===== src/rtl/result_display_driver_pkg.sv =====
// rtl/result_display_driver_pkg.sv - shared state encoding and 7-segment constants
// Contents:
//   state_t    : update FSM states (IDLE, CONV, UPDATE)
//   DIG_W      : width of the scan digit index (4 digits)
//   SEG_BLANK  : all segments off (active-low)
//   SEG_MINUS  : only segment g lit
//   seg_digit(): BCD digit 0-9 to active-low gfedcba pattern
package result_display_driver_pkg;

    typedef enum logic [1:0] {
        ST_IDLE   = 2'd0,
        ST_CONV   = 2'd1,
        ST_UPDATE = 2'd2
    } state_t;

    localparam int DIG_W = 2;

    localparam logic [6:0] SEG_BLANK = 7'b1111111;
    localparam logic [6:0] SEG_MINUS = 7'b0111111;

    function automatic logic [6:0] seg_digit(input logic [3:0] d);
        logic [6:0] s;
        case (d)
            4'd0:    s = 7'b1000000;
            4'd1:    s = 7'b1111001;
            4'd2:    s = 7'b0100100;
            4'd3:    s = 7'b0110000;
            4'd4:    s = 7'b0011001;
            4'd5:    s = 7'b0010010;
            4'd6:    s = 7'b0000010;
            4'd7:    s = 7'b1111000;
            4'd8:    s = 7'b0000000;
            4'd9:    s = 7'b0010000;
            default: s = SEG_BLANK;
        endcase
        return s;
    endfunction

endpackage


===== src/rtl/result_display_driver_if.sv =====
// rtl/result_display_driver_if.sv - result bus between calculator FSM and display driver
// Signals:
//   load      : 1-cycle strobe, sampled in IDLE
//   value     : result byte
//   is_signed : value is two's complement
//   busy      : conversion in progress
//   done      : 1-cycle pulse when display registers update
//   bcd_out   : {hundreds, tens, ones} of displayed magnitude
//   neg       : displayed value is negative
// Modports: master = result producer, slave = display driver.
interface result_display_driver_if;
    logic        load;
    logic [7:0]  value;
    logic        is_signed;
    logic        busy;
    logic        done;
    logic [11:0] bcd_out;
    logic        neg;

    modport master (
        output load, value, is_signed,
        input  busy, done, bcd_out, neg
    );

    modport slave (
        input  load, value, is_signed,
        output busy, done, bcd_out, neg
    );
endinterface


===== src/rtl/result_display_driver_bin2bcd_serial.sv =====
// rtl/result_display_driver_bin2bcd_serial.sv - serial shift-add-3 binary to BCD converter
// Ports:
//   clk, reset : clock, asynchronous active-high reset
//   start      : load bin and begin an 8-cycle conversion
//   bin        : 8-bit unsigned input
//   bcd        : {hundreds, tens, ones}; final once the last shift has taken effect
//   done       : high during the last shift cycle, so the caller can act on the
//                edge that completes the conversion
module bin2bcd_serial (
    input  logic        clk,
    input  logic        reset,
    input  logic        start,
    input  logic [7:0]  bin,
    output logic [11:0] bcd,
    output logic        done
);

    // {hundreds, tens, ones, binary}; binary bits shift out of the top into the BCD field.
    logic [19:0] sr;
    logic [19:0] sr_adj;
    logic [3:0]  iter;
    logic        running;

    always_comb begin
        sr_adj = sr;
        if (sr[11:8]  >= 4'd5) sr_adj[11:8]  = sr[11:8]  + 4'd3;
        if (sr[15:12] >= 4'd5) sr_adj[15:12] = sr[15:12] + 4'd3;
        if (sr[19:16] >= 4'd5) sr_adj[19:16] = sr[19:16] + 4'd3;
    end

    always_ff @(posedge clk or posedge reset) begin
        if (reset) begin
            sr      <= '0;
            iter    <= '0;
            running <= 1'b0;
        end else if (start) begin
            sr      <= {12'd0, bin};
            iter    <= '0;
            running <= 1'b1;
        end else if (running) begin
            sr <= {sr_adj[18:0], 1'b0};
            if (iter == 4'd7) begin
                iter    <= '0;
                running <= 1'b0;
            end else begin
                iter <= iter + 4'd1;
            end
        end
    end

    assign bcd  = sr[19:8];
    assign done = running && (iter == 4'd7);

endmodule


===== src/rtl/result_display_driver.sv =====
// rtl/result_display_driver.sv - result capture, BCD conversion and 4-digit 7-segment scan
// Ports:
//   clk, reset : clock, asynchronous active-high reset
//   bus        : result bus (slave side): load/value/is_signed in, busy/done/bcd_out/neg out
//   seg        : active-low segments, seg[0]=a .. seg[6]=g
//   an         : active-low one-hot digit enables, an[0]=ones
// Parameter REFRESH_DIV: clk cycles each digit stays enabled (min 2).
module result_display_driver
    import result_display_driver_pkg::*;
#(
    parameter int REFRESH_DIV = 50000
) (
    input  logic                   clk,
    input  logic                   reset,
    result_display_driver_if.slave bus,
    output logic [6:0]             seg,
    output logic [3:0]             an
);

    localparam int CNT_W = (REFRESH_DIV > 2) ? $clog2(REFRESH_DIV) : 1;
    localparam logic [CNT_W-1:0] CNT_LAST = CNT_W'(REFRESH_DIV - 1);

    state_t      state, state_nx;
    logic        conv_start;
    logic        conv_done;
    logic [11:0] conv_bcd;
    logic        neg_pending;
    logic [7:0]  magnitude;

    logic [CNT_W-1:0] scan_cnt;
    logic [DIG_W-1:0] dig_idx, dig_idx_nx;

    // Two's complement negate on 8 bits; 0x80 maps to 128, which still fits.
    assign magnitude = (bus.is_signed && bus.value[7]) ? (~bus.value + 8'd1) : bus.value;

    bin2bcd_serial u_conv (
        .clk   (clk),
        .reset (reset),
        .start (conv_start),
        .bin   (magnitude),
        .bcd   (conv_bcd),
        .done  (conv_done)
    );

    always_comb begin
        state_nx   = state;
        conv_start = 1'b0;
        case (state)
            ST_IDLE: begin
                if (bus.load) begin
                    conv_start = 1'b1;
                    state_nx   = ST_CONV;
                end
            end
            ST_CONV: begin
                if (conv_done) state_nx = ST_UPDATE;
            end
            ST_UPDATE: state_nx = ST_IDLE;
            default:   state_nx = ST_IDLE;
        endcase
    end

    always_ff @(posedge clk or posedge reset) begin
        if (reset) begin
            state       <= ST_IDLE;
            bus.done    <= 1'b0;
            bus.bcd_out <= '0;
            bus.neg     <= 1'b0;
            neg_pending <= 1'b0;
        end else begin
            state    <= state_nx;
            bus.done <= (state == ST_UPDATE);
            if (conv_start) neg_pending <= bus.is_signed && bus.value[7];
            if (state == ST_UPDATE) begin
                bus.bcd_out <= conv_bcd;
                bus.neg     <= neg_pending;
            end
        end
    end

    assign bus.busy = (state != ST_IDLE);

    function automatic logic [6:0] digit_seg(input logic [DIG_W-1:0] idx,
                                             input logic [11:0]      bcd,
                                             input logic             is_neg);
        logic [6:0] s;
        case (idx)
            2'd0:    s = seg_digit(bcd[3:0]);
            2'd1:    s = (bcd[11:4] == 8'd0) ? SEG_BLANK : seg_digit(bcd[7:4]);
            2'd2:    s = (bcd[11:8] == 4'd0) ? SEG_BLANK : seg_digit(bcd[11:8]);
            default: s = is_neg ? SEG_MINUS : SEG_BLANK;
        endcase
        return s;
    endfunction

    // an/seg are computed from the index the scan is moving to, so both change on
    // the same edge as the index itself.
    assign dig_idx_nx = (scan_cnt == CNT_LAST) ? dig_idx + 1'b1 : dig_idx;

    always_ff @(posedge clk or posedge reset) begin
        if (reset) begin
            scan_cnt <= '0;
            dig_idx  <= '0;
            an       <= 4'b1110;
            seg      <= 7'b1000000;
        end else begin
            scan_cnt <= (scan_cnt == CNT_LAST) ? '0 : scan_cnt + 1'b1;
            dig_idx  <= dig_idx_nx;
            an       <= ~(4'b0001 << dig_idx_nx);
            seg      <= digit_seg(dig_idx_nx, bus.bcd_out, bus.neg);
        end
    end

endmodule


===== src/flat_wrapper.sv =====
// flat-port wrapper written by rule: the top's interface ports become plain ports
module result_display_driver_flat import result_display_driver_pkg::*;
#(
    parameter int REFRESH_DIV = 50000
)
  (clk, reset, seg, an, bus_load, bus_value, bus_is_signed, bus_busy, bus_done, bus_bcd_out, bus_neg);
  result_display_driver_if bus_i ();
  input  logic clk;
  input  logic reset;
  output logic [6:0] seg;
  output logic [3:0] an;
  input wire logic [$bits(bus_i.load)-1:0] bus_load;
  input wire logic [$bits(bus_i.value)-1:0] bus_value;
  input wire logic [$bits(bus_i.is_signed)-1:0] bus_is_signed;
  output wire logic [$bits(bus_i.busy)-1:0] bus_busy;
  output wire logic [$bits(bus_i.done)-1:0] bus_done;
  output wire logic [$bits(bus_i.bcd_out)-1:0] bus_bcd_out;
  output wire logic [$bits(bus_i.neg)-1:0] bus_neg;
  assign bus_i.load = bus_load;
  assign bus_i.value = bus_value;
  assign bus_i.is_signed = bus_is_signed;
  assign bus_busy = bus_i.busy;
  assign bus_done = bus_i.done;
  assign bus_bcd_out = bus_i.bcd_out;
  assign bus_neg = bus_i.neg;
  result_display_driver #(.REFRESH_DIV(REFRESH_DIV)) u_core (.clk(clk), .reset(reset), .bus(bus_i), .seg(seg), .an(an));
endmodule

===== config.mk =====
export PLATFORM = sky130hd
export DESIGN_NAME = result_display_driver_flat
export DESIGN_NICKNAME = d
export VERILOG_FILES = /design/src/rtl/result_display_driver_pkg.sv /design/src/rtl/result_display_driver_if.sv /design/src/rtl/result_display_driver_bin2bcd_serial.sv /design/src/rtl/result_display_driver.sv /design/src/flat_wrapper.sv
export SDC_FILE = /design/constraint.sdc
export NUM_CORES = 1
export LEC_CHECK = 0
export BUFFER_PORTS_ARGS = -buffer_cell sky130_fd_sc_hd__clkbuf_2
export CAP_MARGIN = 10
export CORE_ASPECT_RATIO = 1.5
export CORE_MARGIN = 1
export CORE_UTILIZATION = 34
export CTS_CLUSTER_SIZE = 12
export DETAILED_ROUTE_END_ITERATION = 10
export PLACE_DENSITY_LB_ADDON = 0.2
export RECOVER_POWER = 25
export SLEW_MARGIN = 20
export SYNTH_ARGS = -nofsm -noshare
export SYNTH_HDL_FRONTEND = slang
export SYNTH_HIERARCHICAL = 1
export SYNTH_SLANG_ARGS = --single-unit

===== constraint.sdc =====
create_clock -name clk -period 4.56 [get_ports clk]
set_input_delay 0.684 -clock clk [delete_from_list [all_inputs] [get_ports clk]]
set_output_delay 0.684 -clock clk [all_outputs]
set_load 0.01 [all_outputs]

==> flow_summary.ini, run 1 <==
[status]
status = complete, but fails checks
violations = capacitance limit, slew limit

[setup_path]
reg2reg_setup_slack_ps = 2430
cp-start-kind = flop
cpMaxStageDelayCell = dfrtp_1
cp.required_ps = 4800
reg2regPathDepth = 7
endpoint_kind = flop
crit_start = u_core/scan_cnt[0]$_DFF_PP0_
r2r-end = u_core/seg[6]$_DFF_PP1_
crit_buf_inv = 0
critical_path_class = reg -> reg
worstPathArrival_ps = 2370
cp_top_family = simple AND/OR/NAND/NOR gates
slowest_delay_ps = 440
worstPathCellList = ha_1 > and3_1 > and4_4 > and3_1 > o21ai_2 > o21bai_1 > a32oi_1
cp-endpoint = u_core/seg[6]$_DFF_PP1_
crit_fanout = 21
crit_cells = 7
cpMostUsedCell = and3_1
r2r_start = u_core/scan_cnt[0]$_DFF_PP0_

[flow_run]
cap_violations = 1

[logic_synthesis]
ys_top_cells_by_count = 67 x dfrtp_1, 41 x nand2_1, 39 x nor2_1
synth_warnings = 6
yosysTopAreaCellShare_pct = 39.0
avgSynthCellArea_um2 = 9.55
synth_area_leaders = dfrtp_1 39%, ha_1 7.3%, nand2_1 3.6%, nor2_1 3.4%, xor2_1 3.1%
synth_compound_area_share_pct = 14.5
synth_fp_nets = 487
yosys.area_share.simple_pct = 18.7
synth_edf_count = 0
yosysTopAreaCell = dfrtp_1
yosysSeqAreaShare_pct = 41.4
synth-main-ff-cell = dfrtp_1
syn_inst = 450
synth_top_family_by_area = simple AND/OR/NAND/NOR gates
ys_types = 61
yosysMostFrequentCell = dfrtp_1
async_flop_share_pct = 100
synth_xor_area_share_pct = 4.69
syn_area_mm2 = 0.00430
synthMuxAreaShare_pct = 5.41
yosys.area_share.adder_pct = 8.03
ys_seq_elements = 71

[placed_design]
post_dp_cell_area_mm2 = 0.00449
hpwl_um = 6670
numPortBuffers = 37
routabilityCongestion = 0.844
dp.cells = 614

[global_routing]
grt_pass1_vias = 3222
track_usage_pct = 15.0
grt_pass1_wl_um = 15300
grt_start_max_net_pins = 47
grt_overflow = 0
antenna_found_initial = 0

[clock_tree]
holdBufCountCts = 0
cts_max_level = 3
worstSkewPairLatency_ps = 330
cts_sinks = 71
cts_tree = done
clkTransAtPathRegs_ps = 60
cts-resized-gates = 0
max-clock-path-buffers = 2
cts_root_buf = clkbuf_16
cts_buffers = 9
post_cts_buffers = 0

[layout]
final_layout_size_suffix_gt1_share_pct = 17.7
fillers = 1265
post-route-util_pct = 38.8
syn_to_final_growth_pct = 11.9
final_cell_area_mm2 = 0.00481
fin_nets = 506
layout.cells.non_filler = 630
num_antenna_cells = 0

[sta]
rsz0062_at_grt = false
hold_viol = 0
post-route-min-period_ps = 2130
maxSlewHeadroom_pct = -38.2
timing.setup.tns_ps = 0
clock.fmax_ghz = 0.469
worstMarginPinSlew_ps = 2060
slew_viol_final = 47
clock-skew-final_ps = 8.51
setup_viol = 0
finalCritPeriodShare_pct = 46.7

[drt]
detail_route.vias_per_cell = 5.09
vias = 3207
wire_per_inst_um = 14.4
drt_pass1_iterations = 4
antenna_left = 0
wirelength_um = 9080
dr.first_iter.drc_count = 88
drc = 0

[pwr]
p_leak_nw = 2.17
irDropWorstVdd_mv = 0.201
power_density_mw_per_mm2 = 599

[die]
initial_core_util_pct = 34.7
die_h_um = 140
die_x_um = 93.8
ios = 38
design.core.area_mm2 = 0.0124
rows = 50
fp.dieArea_mm2 = 0.0131

[worst_hold_path]
hold_path_class = in -> async
## final cells by class
cell class              count  area [um^2]  area share [%]
multi-input cells         321         2210            45.9
repair buffers             40          203            4.21
well taps                 156          195            4.06
inverters                  26          101            2.11
clock inverters             5         81.3            1.69
clock buffers              11          243            5.05
flip-flops and latches     71         1780            37.0
## routing by layer
| metal | share of wire (%) | GRT usage, % | up-vias | wire length (um) |
|---|---|---|---|---|
| met5 | 0 | 0 | - | 0 |
| met4 | 1.7 | 6.32 | 0 | 153 |
| met3 | 3.0 | 2.79 | 12 | 275 |
| met2 | 55 | 27.4 | 66 | 4960 |
| met1 | 41 | 16.5 | 1531 | 3690 |
| li1 | - | - | 1598 | - |
## where the power goes
part,total (mW),switching (mW),internal [mW]
Sequential,0.974,0.185,0.789
Clock,0.757,0.264,0.494
Combinational,1.15,0.651,0.501
Total,2.88,1.10,1.78
## state kept, by name (all words and copies together), names as in the netlist, 2 cells and up
register,flops
u_core/seg,7
u_core/an,4
u_core/bus.bcd_out,12
u_core/dig_idx,2
u_core/u_conv/sr,20
u_core/state,2
u_core/scan_cnt,16
u_core/u_conv/iter,4
## worst register-to-register path, stage by stage, from the launching register on
cell and delay [ps]:
dfrtp_1 440, ha_1 260, and3_1 240, and4_4 390, and3_1 230, o21ai_2 120, o21bai_1 180, a32oi_1 180
## worst min path at each step
| stage | from | end | slack, ps |
|---|---|---|---|
| 2_1_floorplan | u_core/state[1]$_DFFE_PP0P_ | u_core/state[0]$_DFFE_PP0P_ | 430 |
| 3_5_place_dp | u_core/state[1]$_DFFE_PP0P_ | u_core/state[0]$_DFFE_PP0P_ | 470 |
| 6_report | reset | u_core/u_conv/sr[19]$_DFFE_PP0P_ | 450 |
| 5_1_grt | reset | u_core/u_conv/iter[3]$_DFFE_PP0P_ | 510 |
| 4_1_cts | u_core/state[1]$_DFFE_PP0P_ | u_core/state[0]$_DFFE_PP0P_ | 480 |
| 3_3_place_gp | u_core/state[1]$_DFFE_PP0P_ | u_core/state[0]$_DFFE_PP0P_ | 450 |
## through the flow
stage          worst slack (ps)  hold slack (ps)  power [mW]
5_1_grt                    2280              508        3.12
4_1_cts                    2420              482        2.92
3_5_place_dp               2460              471        2.14
3_3_place_gp               2520              448        2.12
2_1_floorplan              2650              433        1.90
6_report                   2430              449        2.88
## kinds of logic after synthesis
group,after synthesis
DFF,71
AOI/OAI and AO/OA,97
and+or+nand+nor,151
muxes,22
xor gates and xnor gates,23
adders and majority gates,28
buffers and inverters,58
## placed cells by master (no fill, tap or decap), drive strengths merged, types with 3 or more instances in the layout
master	n
mux2i	12
nand3b	4
ha	25
o21a	5
dfrtp	67
nor4	3
or3	3
and3	4
mux2	10
clkinv	3
xor2	15
inv	24
o221ai	3
dfstp	4
xnor2	8
nor3	7
a22oi	3
clkbuf	49
and2	4
nor2b	6
nor2	39
maj3	3
nor3b	3
nand2b	10
a221oi	6
nand4	5
a21oi	22
nand2	41
and4	3
nand3	10
o21ai	36
o22ai	4
(Power assumes the default switching activity.)
==> run 2, diff against run 1 <==
==> constraint.sdc (replaced) <==
create_clock -name clk -period 2 [get_ports clk]
set_input_delay 0.3 -clock clk [delete_from_list [all_inputs] [get_ports clk]]
set_output_delay 0.3 -clock clk [all_outputs]
set_load 0.01 [all_outputs]
==> run 2 against run 1 <==
The flow now finishes without violations. Via count up 3.7%. Sequential power increased by 120%. Total power increased by 120%. Sequential cell count unchanged. Final area grew 2.8%. Hold slack worse by 200 ps. Critical path depth unchanged.
==> flow_summary.ini, run 2 (synthesized netlist as in run 1, its figures left out) <==
[placed_design]
hpwl_um = 7010
routabilityCongestion = 0.874
numPortBuffers = 37

[layout]
num_antenna_cells = 0
fillers = 1274
regMostFlops = u_core/u_conv/sr
mostFrequentLayoutCells = 67 x dfrtp_1, 41 x nand2_1, 38 x nor2_1
post-route-util_pct = 39.9
syn_to_final_growth_pct = 15.0
area.sequential_mm2 = 0.00178
largest_register_ffs = 20
fin_nets = 529
multi_input_area_mm2 = 0.00222
final_layout_size_suffix_gt1_share_pct = 21.2
final_common_cell = dfrtp_1
top_regs = u_core/u_conv/sr (20), u_core/scan_cnt (16), u_core/bus.bcd_out (12)

[drt]
wire_per_inst_um = 14.4
dr.first_iter.drc_count = 105
drt_pass1_iterations = 4
detail_route.vias_per_cell = 5.11
drc = 0
antenna_left = 0
vias = 3325
wirelength_um = 9380

[clock_tree]
cts_buffers = 9
clkTransAtPathRegs_ps = 60
cts_root_buf = clkbuf_16
cts_sinks = 71
max-clock-path-buffers = 2
cts_tree = done
holdBufCountCts = 0
cts_max_level = 3
worstSkewPairLatency_ps = 330

[setup_path]
endpoint_kind = flop
slowest_delay_ps = 370
worstPathCellList = inv_1 > ha_1 > and4bb_1 > a211oi_2 > o21ai_1 > a221oi_1 > o22ai_1
worstPathArrival_ps = 2150
cp-start-kind = flop
crit_buf_inv = 1
cp.required_ps = 2200
cp_top_family = compound AO/OA/AOI/OAI gates
crit_fanout = 6
critical_path_class = reg -> reg
cpMaxStageDelayCell = a221oi_1

[pwr]
fin_total_pwr_mw = 6.48
power_density_mw_per_mm2 = 1310
irDropWorstVdd_mv = 0.421
p_leak_nw = 2.28

[sta]
slew_viol_final = 0
finalCritPeriodShare_pct = 97.9
holdWs_ps = 253
clock-skew-final_ps = 7.90
hold_viol = 0
setup_viol = 0
post-route-min-period_ps = 1960
rsz0062_at_grt = true
maxSlewHeadroom_pct = 6.28
clock.fmax_ghz = 0.511
worstMarginPinSlew_ps = 1410

[global_routing]
antenna_found_initial = 0
grt_pass1_vias = 3330
grt_start_max_net_pins = 47
grt_pass1_wl_um = 15700
track_usage_pct = 15.3
grt_overflow = 0

[worst_hold_path]
hold_path_class = in -> reg

[die]
die_x_um = 93.8
die_h_um = 140
design.core.area_mm2 = 0.0124
initial_core_util_pct = 34.7
fp.dieArea_mm2 = 0.0131
rows = 50
ios = 38

[status]
status = finished, final reports clean

[flow_run]
cap_violations = 0
run 2: cell count changes in the layout (fill, tap and decap cells not counted), moves of 2 or more:
cell,change
buf_4,+21
a221oi_1,-2
a221oi_2,+2
bufinv_16,-2
run 2: cell type report:
type                       count  share of cell area (%)
clock buffer                  13                    5.26
clock inverter                 1                   0.101
inverter                      26                    2.02
multi-input combinational    321                    44.9
sequential                    71                    36.0
tap                          156                    3.95
timing repair buffer          63                    7.79
run 2: worst reg2reg max path: stages (launching register included):
cell and delay (ps):
dfrtp_1 340, inv_1 60, ha_1 260, and4bb_1 250, a211oi_2 270, o21ai_1 160, a221oi_1 370, o22ai_1 120
run 2: path summary, 6_finish.rpt:
check / start / end / slack [ps] / cells after the start
max in group asynchronous: reset / u_core/u_conv/sr[17]$_DFFE_PP0P_ / 730 / 3
worst min register to register: u_core/state[1]$_DFFE_PP0P_ / u_core/state[1]$_DFFE_PP0P_ / 480 / 1
worst max register to register: u_core/bus.bcd_out[8]$_DFFE_PP0P_ / u_core/seg[3]$_DFF_PP0_ / 40 / 7
worst max-delay path: u_core/bus.bcd_out[8]$_DFFE_PP0P_ / u_core/seg[3]$_DFF_PP0_ / 40 / 7
min in group asynchronous: reset / u_core/scan_cnt[5]$_DFF_PP0_ / 320 / 3
worst min-delay path: bus_value[0] / u_core/u_conv/sr[0]$_DFFE_PP0P_ / 250 / 3
run 2: what timing repair did:
| item | CTS | global route |
|---|---|---|
| setup endpoints to repair | 0 | 5 |
| buffers inserted | 0 | 1 |
| resized for setup | 0 | 2 |
run 2: routing by layer:
| layer | global-route usage, % | wire [um] |
|---|---|---|
| met1 | 16.4 | 3700 |
| met2 | 27.8 | 5120 |
| met3 | 3.33 | 282 |
| met4 | 6.96 | 279 |
| met5 | 0 | 0 |
run 2: power by group:
group | switching [mW] | internal [mW] | total, mW
sequential | 0.391 | 1.80 | 2.19
clock | 0.546 | 0.891 | 1.44
combinational | 1.58 | 1.27 | 2.85
run 2: through the flow:
step / setup slack (ps) / cell area [um^2] / setup TNS [ps] / cells
finish: 42.6 / 4950 / 0 / 651
global route: -56.9 / 4950 / -72.2 / 651
CTS: 56.2 / 4930 / 0 / 650
detailed placement: 77.9 / 4670 / 0 / 636
global placement: 121 / 4670 / 0 / 636
floorplan: 94.8 / 4300 / 0 / 450
==> run 3, diff against run 2 <==
--- a/config.mk
+++ b/config.mk
@@ -12,7 +12,6 @@
 export CORE_UTILIZATION = 34
 export CTS_CLUSTER_SIZE = 12
 export DETAILED_ROUTE_END_ITERATION = 10
-export PLACE_DENSITY_LB_ADDON = 0.2
 export RECOVER_POWER = 25
 export SLEW_MARGIN = 20
 export SYNTH_ARGS = -nofsm -noshare
==> constraint.sdc (replaced) <==
create_clock -name clk -period 1.8 [get_ports clk]
set_input_delay 0.27 -clock clk [delete_from_list [all_inputs] [get_ports clk]]
set_output_delay 0.27 -clock clk [all_outputs]
set_load 0.01 [all_outputs]
==> run 3 against run 2 <==
The flow now finishes with violations (setup timing). Total power is 22% higher. Die area stayed put. Via count is 5.4% higher. Global-route usage is 0.45 points higher. Register-to-register slack worse by 80 ps. Clock power is 33% higher. Final area is 9.4% higher. Combinational power is 27% higher. Critical path depth stayed put. Worst setup slack worse by 77 ps. Critical path type unchanged.
==> flow_summary.ini, run 3 (synthesized netlist as in run 1, its figures left out) <==
[status]
status = complete, but fails checks
violations = setup timing

[clock_tree]
worstSkewPairLatency_ps = 330
cts_sinks = 71
cts_max_level = 3
clkTransAtPathRegs_ps = 60
cts_tree = done
cts_buffers = 9
cts_root_buf = clkbuf_16
max-clock-path-buffers = 2

[layout]
fin_nets = 561
fillers = 1194
final_common_cell = dfrtp_1
mostFrequentLayoutCells = 65 x dfrtp_1, 51 x buf_4, 38 x clkbuf_2
top_regs = u_core/u_conv/sr (20), u_core/scan_cnt (16), u_core/bus.bcd_out (12)
largest_register_ffs = 20
final_layout_size_suffix_gt1_share_pct = 31.2
area.sequential_mm2 = 0.00178
regMostFlops = u_core/u_conv/sr
num_antenna_cells = 0
syn_to_final_growth_pct = 25.8
multi_input_area_mm2 = 0.00232

[drt]
detail_route.vias_per_cell = 5.12
drt_pass1_iterations = 4
wirelength_um = 9970
wire_per_inst_um = 14.6
dr.first_iter.drc_count = 157
drc = 0
vias = 3506
antenna_left = 0

[sta]
rsz0062_at_grt = true
finalCritPeriodShare_pct = 102
worst_slack_ps = -34.8
worstMarginPinSlew_ps = 665
setup_viol = 4
clock.fmax_ghz = 0.545
maxSlewHeadroom_pct = 55.7
slew_viol_final = 0
clock-skew-final_ps = 9.79
post-route-min-period_ps = 1830
hold_viol = 0

[setup_path]
crit_cells = 7
cp-start-kind = flop
cp_top_family = compound AO/OA/AOI/OAI gates
worstPathCellList = inv_1 > ha_4 > and4bb_1 > a211oi_2 > o21ai_1 > a221oi_2 > o22ai_1
critical_path_class = reg -> reg
slowest_delay_ps = 350
cpMaxStageDelayCell = dfrtp_2
crit_fanout = 4
crit_buf_inv = 1
worstPathArrival_ps = 2030
cp.required_ps = 2000
reg2regPathDepth = 7
endpoint_kind = flop

[placed_design]
hpwl_um = 7180
numPortBuffers = 37
routabilityCongestion = 0.918
place_ws_ps = -52.5

[flow_run]
cap_violations = 0

[worst_hold_path]
min_path_cells = 3
hold_path_class = in -> reg

[die]
ios = 38
die_h_um = 140
rows = 50
design.core.area_mm2 = 0.0124
fp.dieArea_mm2 = 0.0131
initial_core_util_pct = 34.7
die_x_um = 93.8

[pwr]
switching_share_pct = 38.6
power_density_mw_per_mm2 = 1460
fin_total_pwr_mw = 7.92
internal_power_mw = 4.87
p_sw_mw = 3.06
seqPwrFrac_pct = 30.2
clkPwrFrac_pct = 24.3
p_leak_nw = 2.50
irDropWorstVdd_mv = 0.695
power_frac_comb_pct = 45.6

[global_routing]
grt_start_max_net_pins = 34
antenna_found_initial = 0
grt_overflow = 0
grt_pass1_wl_um = 16300
track_usage_pct = 15.7
grt_pass1_vias = 3498
run 3: cell type report:
class,instances,area share [%]
sequential,71,33.0
multi-input combinational,321,43.0
clock inverter,6,1.73
clock buffer,10,4.23
timing repair buffer,95,12.6
tap,156,3.61
inverter,26,1.85
run 3: tightest hold or removal path, stage by stage:
cell	delay, ps
clkbuf_2	120
nand2_1	60
o21ai_0	60
run 3: metrics by stage:
stage / instances / utilization, % / hold WS, ps / area (um^2) / setup TNS [ps]
final: 685 / 43.7 / 206 / 5410 / -69.8
after global routing: 685 / 43.7 / 224 / 5410 / -522
after CTS: 681 / 42.6 / 194 / 5270 / -10.2
after detailed placement: 662 / 39.5 / 259 / 4900 / -69.3
after global placement: 662 / 39.5 / 262 / 4900 / 0
after floorplan: 450 / - / 297 / 4310 / 0
run 3: worst paths after layout:
kind / start / endpoint / slack [ps]
max: u_core/bus.bcd_out[9]$_DFFE_PP0P_ / u_core/seg[5]$_DFF_PP0_ / -30
min: bus_value[0] / u_core/u_conv/sr[0]$_DFFE_PP0P_ / 210
max reg2reg: u_core/bus.bcd_out[9]$_DFFE_PP0P_ / u_core/seg[5]$_DFF_PP0_ / -30
min reg2reg: u_core/state[1]$_DFFE_PP0P_ / u_core/state[0]$_DFFE_PP0P_ / 480
max in group asynchronous: reset / u_core/an[2]$_DFF_PP1_ / 520
min in group asynchronous: reset / u_core/scan_cnt[9]$_DFF_PP0_ / 570
run 3: power by group through the flow:
| stage | logic (mW) | clock network [mW] | registers (mW) |
|---|---|---|---|
| detailed placement | 3.30 | 0 | 2.42 |
| finish | 3.61 | 1.92 | 2.39 |
| floorplan | 2.46 | 0 | 2.37 |
| CTS | 3.37 | 1.96 | 2.39 |
| global placement | 3.24 | 0 | 2.40 |
| global route | 4.03 | 2.03 | 2.46 |
run 3: repair_timing:
item                                    4_1_cts  5_1_grt
setup buffers                                 2        3
endpoints found under the hold margin        14        0
gates resized for setup                       7       19
endpoints found under the setup margin        7        7
hold buffers                                  1        0
pin swaps                                     4        5
cloned                                        0        1
run 3: metal layers:
| layer | up-vias | global-route usage [%] | wire length [um] |
|---|---|---|---|
| met2 | 69 | 29.7 | 5550 |
| met1 | 1715 | 16.9 | 3940 |
| met5 | - | 0 | 0 |
| met4 | 0 | 7.37 | 241 |
| met3 | 16 | 1.86 | 237 |
| li1 | 1706 | - | - |
